[config.mk]
export PLATFORM = sky130hd
export DESIGN_NAME = lpc_periph_multi
export DESIGN_NICKNAME = d
export VERILOG_FILES = /design/src/rtl/lpc_periph_multi.sv
export SDC_FILE = /design/constraint.sdc
export NUM_CORES = 1
export LEC_CHECK = 0
export CORE_ASPECT_RATIO = 0.8
export CORE_MARGIN = 1.5
export CORE_UTILIZATION = 40
export CTS_CLUSTER_SIZE = 14
export DETAILED_ROUTE_END_ITERATION = 10
export PLACE_DENSITY = 0.73
export SYNTH_ARGS = -nofsm -noshare
export SYNTH_HDL_FRONTEND = slang
export SYNTH_SLANG_ARGS = --single-unit
[constraint.sdc]
create_clock -name clk_i -period 2.3 [get_ports clk_i]
set_input_delay 0.345 -clock clk_i [delete_from_list [all_inputs] [get_ports clk_i]]
set_output_delay 0.345 -clock clk_i [all_outputs]
set_load 0.02 [all_outputs]
[src/rtl/lpc_periph_multi.sv]
// LPC peripheral target: decodes I/O (and optionally memory) cycles into up to eight address
// windows and hands each hit to a backend request/ack port. Memory cycles need LPC_PERIPH_MEM_CYCLE_EN.
module lpc_periph_multi #(
  parameter int unsigned            NUM_WIN  = 2,
  parameter logic [16*NUM_WIN-1:0]  WIN_BASE = {16'h0060, 16'h0080},
  parameter logic [16*NUM_WIN-1:0]  WIN_MASK = {16'hFFFF, 16'hFFFC},
  parameter logic [15:0]            MEM_HI   = 16'hFF00,
  parameter int unsigned            WAIT_MAX = 16
) (
  input  logic        clk_i,
  input  logic        rst_i,
  input  logic        lframe_i,
  input  logic [3:0]  lad_i,
  output logic [3:0]  lad_o,
  output logic        lad_oe_o,
  output logic [31:0] bus_addr_o,
  output logic [7:0]  bus_wdata_o,
  output logic        bus_wr_o,
  output logic        bus_mem_o,
  output logic [2:0]  bus_win_o,
  output logic        bus_req_o,
  input  logic        bus_ack_i,
  input  logic [7:0]  bus_rdata_i,
  output logic        err_o,
  output logic [4:0]  state_o
);

  localparam logic [3:0] SyncLong  = 4'b0110;
  localparam logic [3:0] SyncReady = 4'b0000;
  localparam logic [3:0] SyncErr   = 4'b1010;
  localparam logic [3:0] LadIdle   = 4'b1111;
  localparam logic [7:0] WaitLast  = 8'(WAIT_MAX - 1);

  typedef enum logic [4:0] {
    StIdle    = 5'd0,
    StCycType = 5'd1,
    StAddr    = 5'd2,
    StWdata   = 5'd3,
    StTar1    = 5'd4,
    StTar2    = 5'd5,
    StSync    = 5'd6,
    StRdata   = 5'd7,
    StPtar1   = 5'd8,
    StPtar2   = 5'd9,
    StSkip    = 5'd10
  } state_e;

  state_e      state_q, state_d;
  logic [3:0]  lad_q, lad_d;
  logic        oe_q, oe_d;
  logic        req_q, req_d;
  logic        err_q, err_d;
  logic [31:0] addr_q, addr_d;
  logic [7:0]  wdata_q, wdata_d;
  logic [2:0]  win_q, win_d;
  logic        wr_q, wr_d;
  logic        mem_q, mem_d;
  logic [2:0]  cnt_q, cnt_d;
  logic [7:0]  wcnt_q, wcnt_d;
  logic [7:0]  rdata_q, rdata_d;
  logic        sync_end_q, sync_end_d;

  logic [31:0] addr_shift;
  logic        hit;
  logic [2:0]  hit_idx;

  assign addr_shift = {addr_q[27:0], lad_i};

  // Scan downwards so the lowest matching window index is the one left standing.
  always_comb begin
    hit     = 1'b0;
    hit_idx = 3'd0;
    for (int k = int'(NUM_WIN) - 1; k >= 0; k--) begin
      if ((addr_shift[15:0] & WIN_MASK[16*k +: 16]) ==
          (WIN_BASE[16*k +: 16] & WIN_MASK[16*k +: 16])) begin
        hit     = 1'b1;
        hit_idx = 3'(k);
      end
    end
    if (mem_q && (addr_shift[31:16] != MEM_HI)) begin
      hit = 1'b0;
    end
  end

  always_comb begin
    state_d    = state_q;
    lad_d      = lad_q;
    oe_d       = oe_q;
    req_d      = req_q;
    err_d      = 1'b0;
    addr_d     = addr_q;
    wdata_d    = wdata_q;
    win_d      = win_q;
    wr_d       = wr_q;
    mem_d      = mem_q;
    cnt_d      = cnt_q;
    wcnt_d     = wcnt_q;
    rdata_d    = rdata_q;
    sync_end_d = sync_end_q;

    // A low LFRAME# always means START; this covers fresh cycles, held frames and aborts alike.
    if (!lframe_i) begin
      state_d    = (lad_i == 4'b0000) ? StCycType : StSkip;
      lad_d      = LadIdle;
      oe_d       = 1'b0;
      req_d      = 1'b0;
      sync_end_d = 1'b0;
    end else begin
      unique case (state_q)
        StIdle: ;
        StCycType: begin
          addr_d  = 32'd0;
          state_d = StSkip;
          unique case (lad_i[3:1])
            3'b000, 3'b001: begin
              wr_d    = lad_i[1];
              mem_d   = 1'b0;
              cnt_d   = 3'd3;
              state_d = StAddr;
            end
            3'b010, 3'b011: begin
`ifdef LPC_PERIPH_MEM_CYCLE_EN
              wr_d    = lad_i[1];
              mem_d   = 1'b1;
              cnt_d   = 3'd7;
              state_d = StAddr;
`else
              state_d = StSkip;
`endif
            end
            default: state_d = StSkip;
          endcase
        end
        StAddr: begin
          addr_d = addr_shift;
          if (cnt_q == 3'd0) begin
            if (hit) begin
              win_d   = hit_idx;
              state_d = wr_q ? StWdata : StTar1;
            end else begin
              state_d = StSkip;
            end
          end else begin
            cnt_d = cnt_q - 3'd1;
          end
        end
        StWdata: begin
          if (cnt_q == 3'd0) begin
            wdata_d[3:0] = lad_i;
            cnt_d        = 3'd1;
          end else begin
            wdata_d[7:4] = lad_i;
            cnt_d        = 3'd0;
            state_d      = StTar1;
          end
        end
        StTar1: state_d = StTar2;
        StTar2: begin
          state_d    = StSync;
          lad_d      = SyncLong;
          oe_d       = 1'b1;
          req_d      = 1'b1;
          wcnt_d     = 8'd0;
          sync_end_d = 1'b0;
        end
        StSync: begin
          if (sync_end_q) begin
            // Ready or error nibble has gone out; only a successful read returns data.
            sync_end_d = 1'b0;
            if (!wr_q && (lad_q == SyncReady)) begin
              state_d = StRdata;
              lad_d   = rdata_q[3:0];
              cnt_d   = 3'd0;
            end else begin
              state_d = StPtar1;
              lad_d   = LadIdle;
            end
          end else if (bus_ack_i) begin
            lad_d      = SyncReady;
            req_d      = 1'b0;
            rdata_d    = bus_rdata_i;
            sync_end_d = 1'b1;
          end else if (wcnt_q == WaitLast) begin
            lad_d      = SyncErr;
            req_d      = 1'b0;
            err_d      = 1'b1;
            sync_end_d = 1'b1;
          end else begin
            wcnt_d = wcnt_q + 8'd1;
          end
        end
        StRdata: begin
          if (cnt_q == 3'd0) begin
            lad_d = rdata_q[7:4];
            cnt_d = 3'd1;
          end else begin
            lad_d   = LadIdle;
            state_d = StPtar1;
          end
        end
        StPtar1: begin
          state_d = StPtar2;
          oe_d    = 1'b0;
        end
        StPtar2: state_d = StIdle;
        StSkip:  ;
        default: state_d = StIdle;
      endcase
    end
  end

  always_ff @(posedge clk_i) begin
    if (rst_i) begin
      state_q    <= StIdle;
      lad_q      <= LadIdle;
      oe_q       <= 1'b0;
      req_q      <= 1'b0;
      err_q      <= 1'b0;
      addr_q     <= 32'd0;
      wdata_q    <= 8'd0;
      win_q      <= 3'd0;
      wr_q       <= 1'b0;
      mem_q      <= 1'b0;
      cnt_q      <= 3'd0;
      wcnt_q     <= 8'd0;
      rdata_q    <= 8'd0;
      sync_end_q <= 1'b0;
    end else begin
      state_q    <= state_d;
      lad_q      <= lad_d;
      oe_q       <= oe_d;
      req_q      <= req_d;
      err_q      <= err_d;
      addr_q     <= addr_d;
      wdata_q    <= wdata_d;
      win_q      <= win_d;
      wr_q       <= wr_d;
      mem_q      <= mem_d;
      cnt_q      <= cnt_d;
      wcnt_q     <= wcnt_d;
      rdata_q    <= rdata_d;
      sync_end_q <= sync_end_d;
    end
  end

  assign lad_o       = lad_q;
  assign lad_oe_o    = oe_q;
  assign bus_req_o   = req_q;
  assign err_o       = err_q;
  assign bus_addr_o  = addr_q;
  assign bus_wdata_o = wdata_q;
  assign bus_win_o   = win_q;
  assign bus_wr_o    = wr_q;
  assign state_o     = state_q;
`ifdef LPC_PERIPH_MEM_CYCLE_EN
  assign bus_mem_o   = mem_q;
`else
  assign bus_mem_o   = 1'b0;
`endif

endmodule
==> results.ini <==
[outcome]
status = complete, but fails checks
violations = DRC

[place]
dpl_cell_area_mm2 = 0.00425
dp_hpwl_um = 6260
io_buffers = 68
pre_cts_slack_ps = 40.6
globalplace.congestion = 0.851
placed_cells = 551

[finish]
stdcell_count = 567
postLayoutCoreUtil_pct = 53.2
syn_to_final_growth_pct = 30.5
fin_nets = 469
diodes = 0
drive_above_1_share_pct = 11.4
fin_area_mm2 = 0.00448

[timing]
rsz0062_at_grt = false
setup_viol = 0
relSlewSlack_pct = 62.5
clock_skew_ps = 12.9
worst_hold_slack_ps = 395
slew_viol_final = 0
period_share_pct = 91.9
setup_tns_ps = 0
fmax_mhz = 473
fin_crit_ps = 2110
worst_slack_ps = 187
hold_viol = 0
worstMarginPinSlew_ps = 561

[synth]
yosys.area.top_type = dfxtp_1
ys.flop_type = dfxtp_1
netlist_area_mm2 = 0.00343
postSynthAreaPerCell_um2 = 9.03
yosysWarnings = 0
synth_edf_count = 0
ys_ff_latch = 73
synth_area_leaders = dfxtp_1 (43%), nor2_1 (7.7%), a22oi_1 (7.0%)
ys_types = 68
ys_async_sr_fraction_pct = 0
synth_cells = 380
ys_seq_area_share_pct = 42.6
yosysTopAreaCellShare_pct = 42.6

[clocking]
clk_pin_slew_worst_paths_ps = 80
cts_setup_buffers = 0
holdBufCountCts = 0
cts_resized = 0
cts_made_buffers = 9
clk_latency_ps = 360
cts_tree = yes
h-tree-depth = 3
cts_buffer_depth = 2
cts.sinks = 73
cts-root-buf = clkbuf_8

[die]
die_area_mm2 = 0.00914
die_w_um = 107
initial_core_util_pct = 40.8
num_rows = 30
die_h_um = 85.8
io_pins = 73
coreArea_mm2 = 0.00841

[critical_path]
critPathSlowestCell = clkdlybuf4s50_1
cp_cell_sequence = clkdlybuf4s50_1
crit_family = buffers and inverters
cp.arrival_ps = 1770
worstSetupEndpointType = primary output
crit_required_ps = 1960
path_class = flip-flop to primary output
path_buf_inv = 1
crit_path_max_fanout = 15
cp_slowest_stage_delay_ps = 730
worst_setup_path_start_kind = flip-flop

[pwr]
p_total_mw = 2.94
power_density_mw_per_mm2 = 656
power_leakage_nw = 1.58
irDropWorstVdd_v = 0.000354

[routing]
via_count = 3129
firstDrtPassIters = 8
drt_first_iter_violations = 281
drt-total-wl_um = 8950
routedWlPerCell_um = 15.8
route.detailed.drc = 2
ant_nets = 0
avgViaCountPerCell = 5.52

[run]
cap_violations = 0

[grt]
grt_first_pass_wirelength_um = 14500
antenna_found_initial = 0
grt_max_degree = 44
grt_pass1_vias = 2933
overflow = 0
grt_usage_pct = 19.9

[hold_path]
min_path_type = primary input to flip-flop

==> synth_stat cells (all sizes together), types with 2 or more instances <==
| master | instances |
|---|---|
| a211oi | 2 |
| a21o | 2 |
| a21oi | 12 |
| a221oi | 2 |
| a22oi | 32 |
| a311oi | 3 |
| a31oi | 2 |
| a41oi | 2 |
| and3 | 2 |
| buf | 16 |
| clkbuf | 14 |
| dfxtp | 73 |
| ha | 3 |
| inv | 8 |
| mux2i | 19 |
| nand2 | 17 |
| nand2b | 5 |
| nand3 | 8 |
| nand4 | 4 |
| nand4b | 2 |
| nor2 | 70 |
| nor2b | 9 |
| nor3 | 6 |
| nor3b | 5 |
| nor4 | 8 |
| nor4b | 3 |
| o2111ai | 2 |
| o211ai | 5 |
| o21ai | 16 |
| o31ai | 2 |
| or3 | 2 |
| or4 | 3 |
| xor2 | 2 |
==> registers in the layout, indices dropped and copies added (netlist names), 3 cells and up <==
| register | flops |
|---|---|
| bus_addr_o | 32 |
| bus_wdata_o | 8 |
| cnt_q | 3 |
| lad_o | 4 |
| rdata_q | 8 |
| state_o | 4 |
| wcnt_q | 8 |
==> cells in the final DEF (no fill, tap or decap), types with 4 or more instances in the layout <==
master	netlist	final
clkdlybuf4s50_1	0	67
o21ai_0	13	13
nor2b_1	8	8
mux2i_1	19	19
nand4_1	4	4
nor4_1	5	5
o211ai_1	5	5
a21oi_1	12	12
nand3_1	7	7
buf_4	6	17
nand2b_1	4	4
nor2_1	70	69
inv_1	8	8
dfxtp_1	73	73
conb_1	1	4
nor3_1	5	5
clkbuf_8	0	9
a22oi_1	32	32
nand2_1	17	17
==> power by group <==
part,switching [mW],total (mW),leakage [nW],internal (mW)
clock network,0.539,1.16,0.115,0.622
logic,0.263,0.444,0.875,0.181
registers,0.0473,1.33,0.589,1.28
==> layout make-up <==
type | count | area [µm²]
clock inverter | 7 | 100
clock buffer | 9 | 124
multi-input combinational | 272 | 1800
fill | 798 | 3930
inverter | 8 | 30.0
sequential | 73 | 1460
timing repair buffer | 86 | 823
tap | 112 | 140
==> final timing paths <==
check | endpoint | start | slack [ps] | cells past startpoint
hold / removal | bus_wr_o | rst_i | 400 | 2
setup / recovery | state_o[3] | state_o[3] | 190 | 1
hold reg to reg | bus_req_o | bus_req_o | 460 | 2
setup reg to reg | state_o[2] | state_o[0] | 270 | 6
==> cell families after synthesis <==
logic type / share of synthesized area [%]
and+or+nand+nor: 23.5
AOI/OAI and AO/OA: 21.0
DFF: 42.6
buffers and inverters: 5.40
muxes: 5.55
adders and majority gates: 1.09
xor gates and xnor gates: 0.766
other: 0.109
==> routing by layer <==
layer | GRT usage (%) | routed length (µm) | vias to the layer above
met2 | 31.4 | 4090 | 84
met1 | 26.9 | 4340 | 1516
met4 | 6.91 | 98 | 0
met5 | 0 | 0 | -
li1 | - | - | 1515
met3 | 4.33 | 413 | 14
Power figures use the tool's default switching activity.
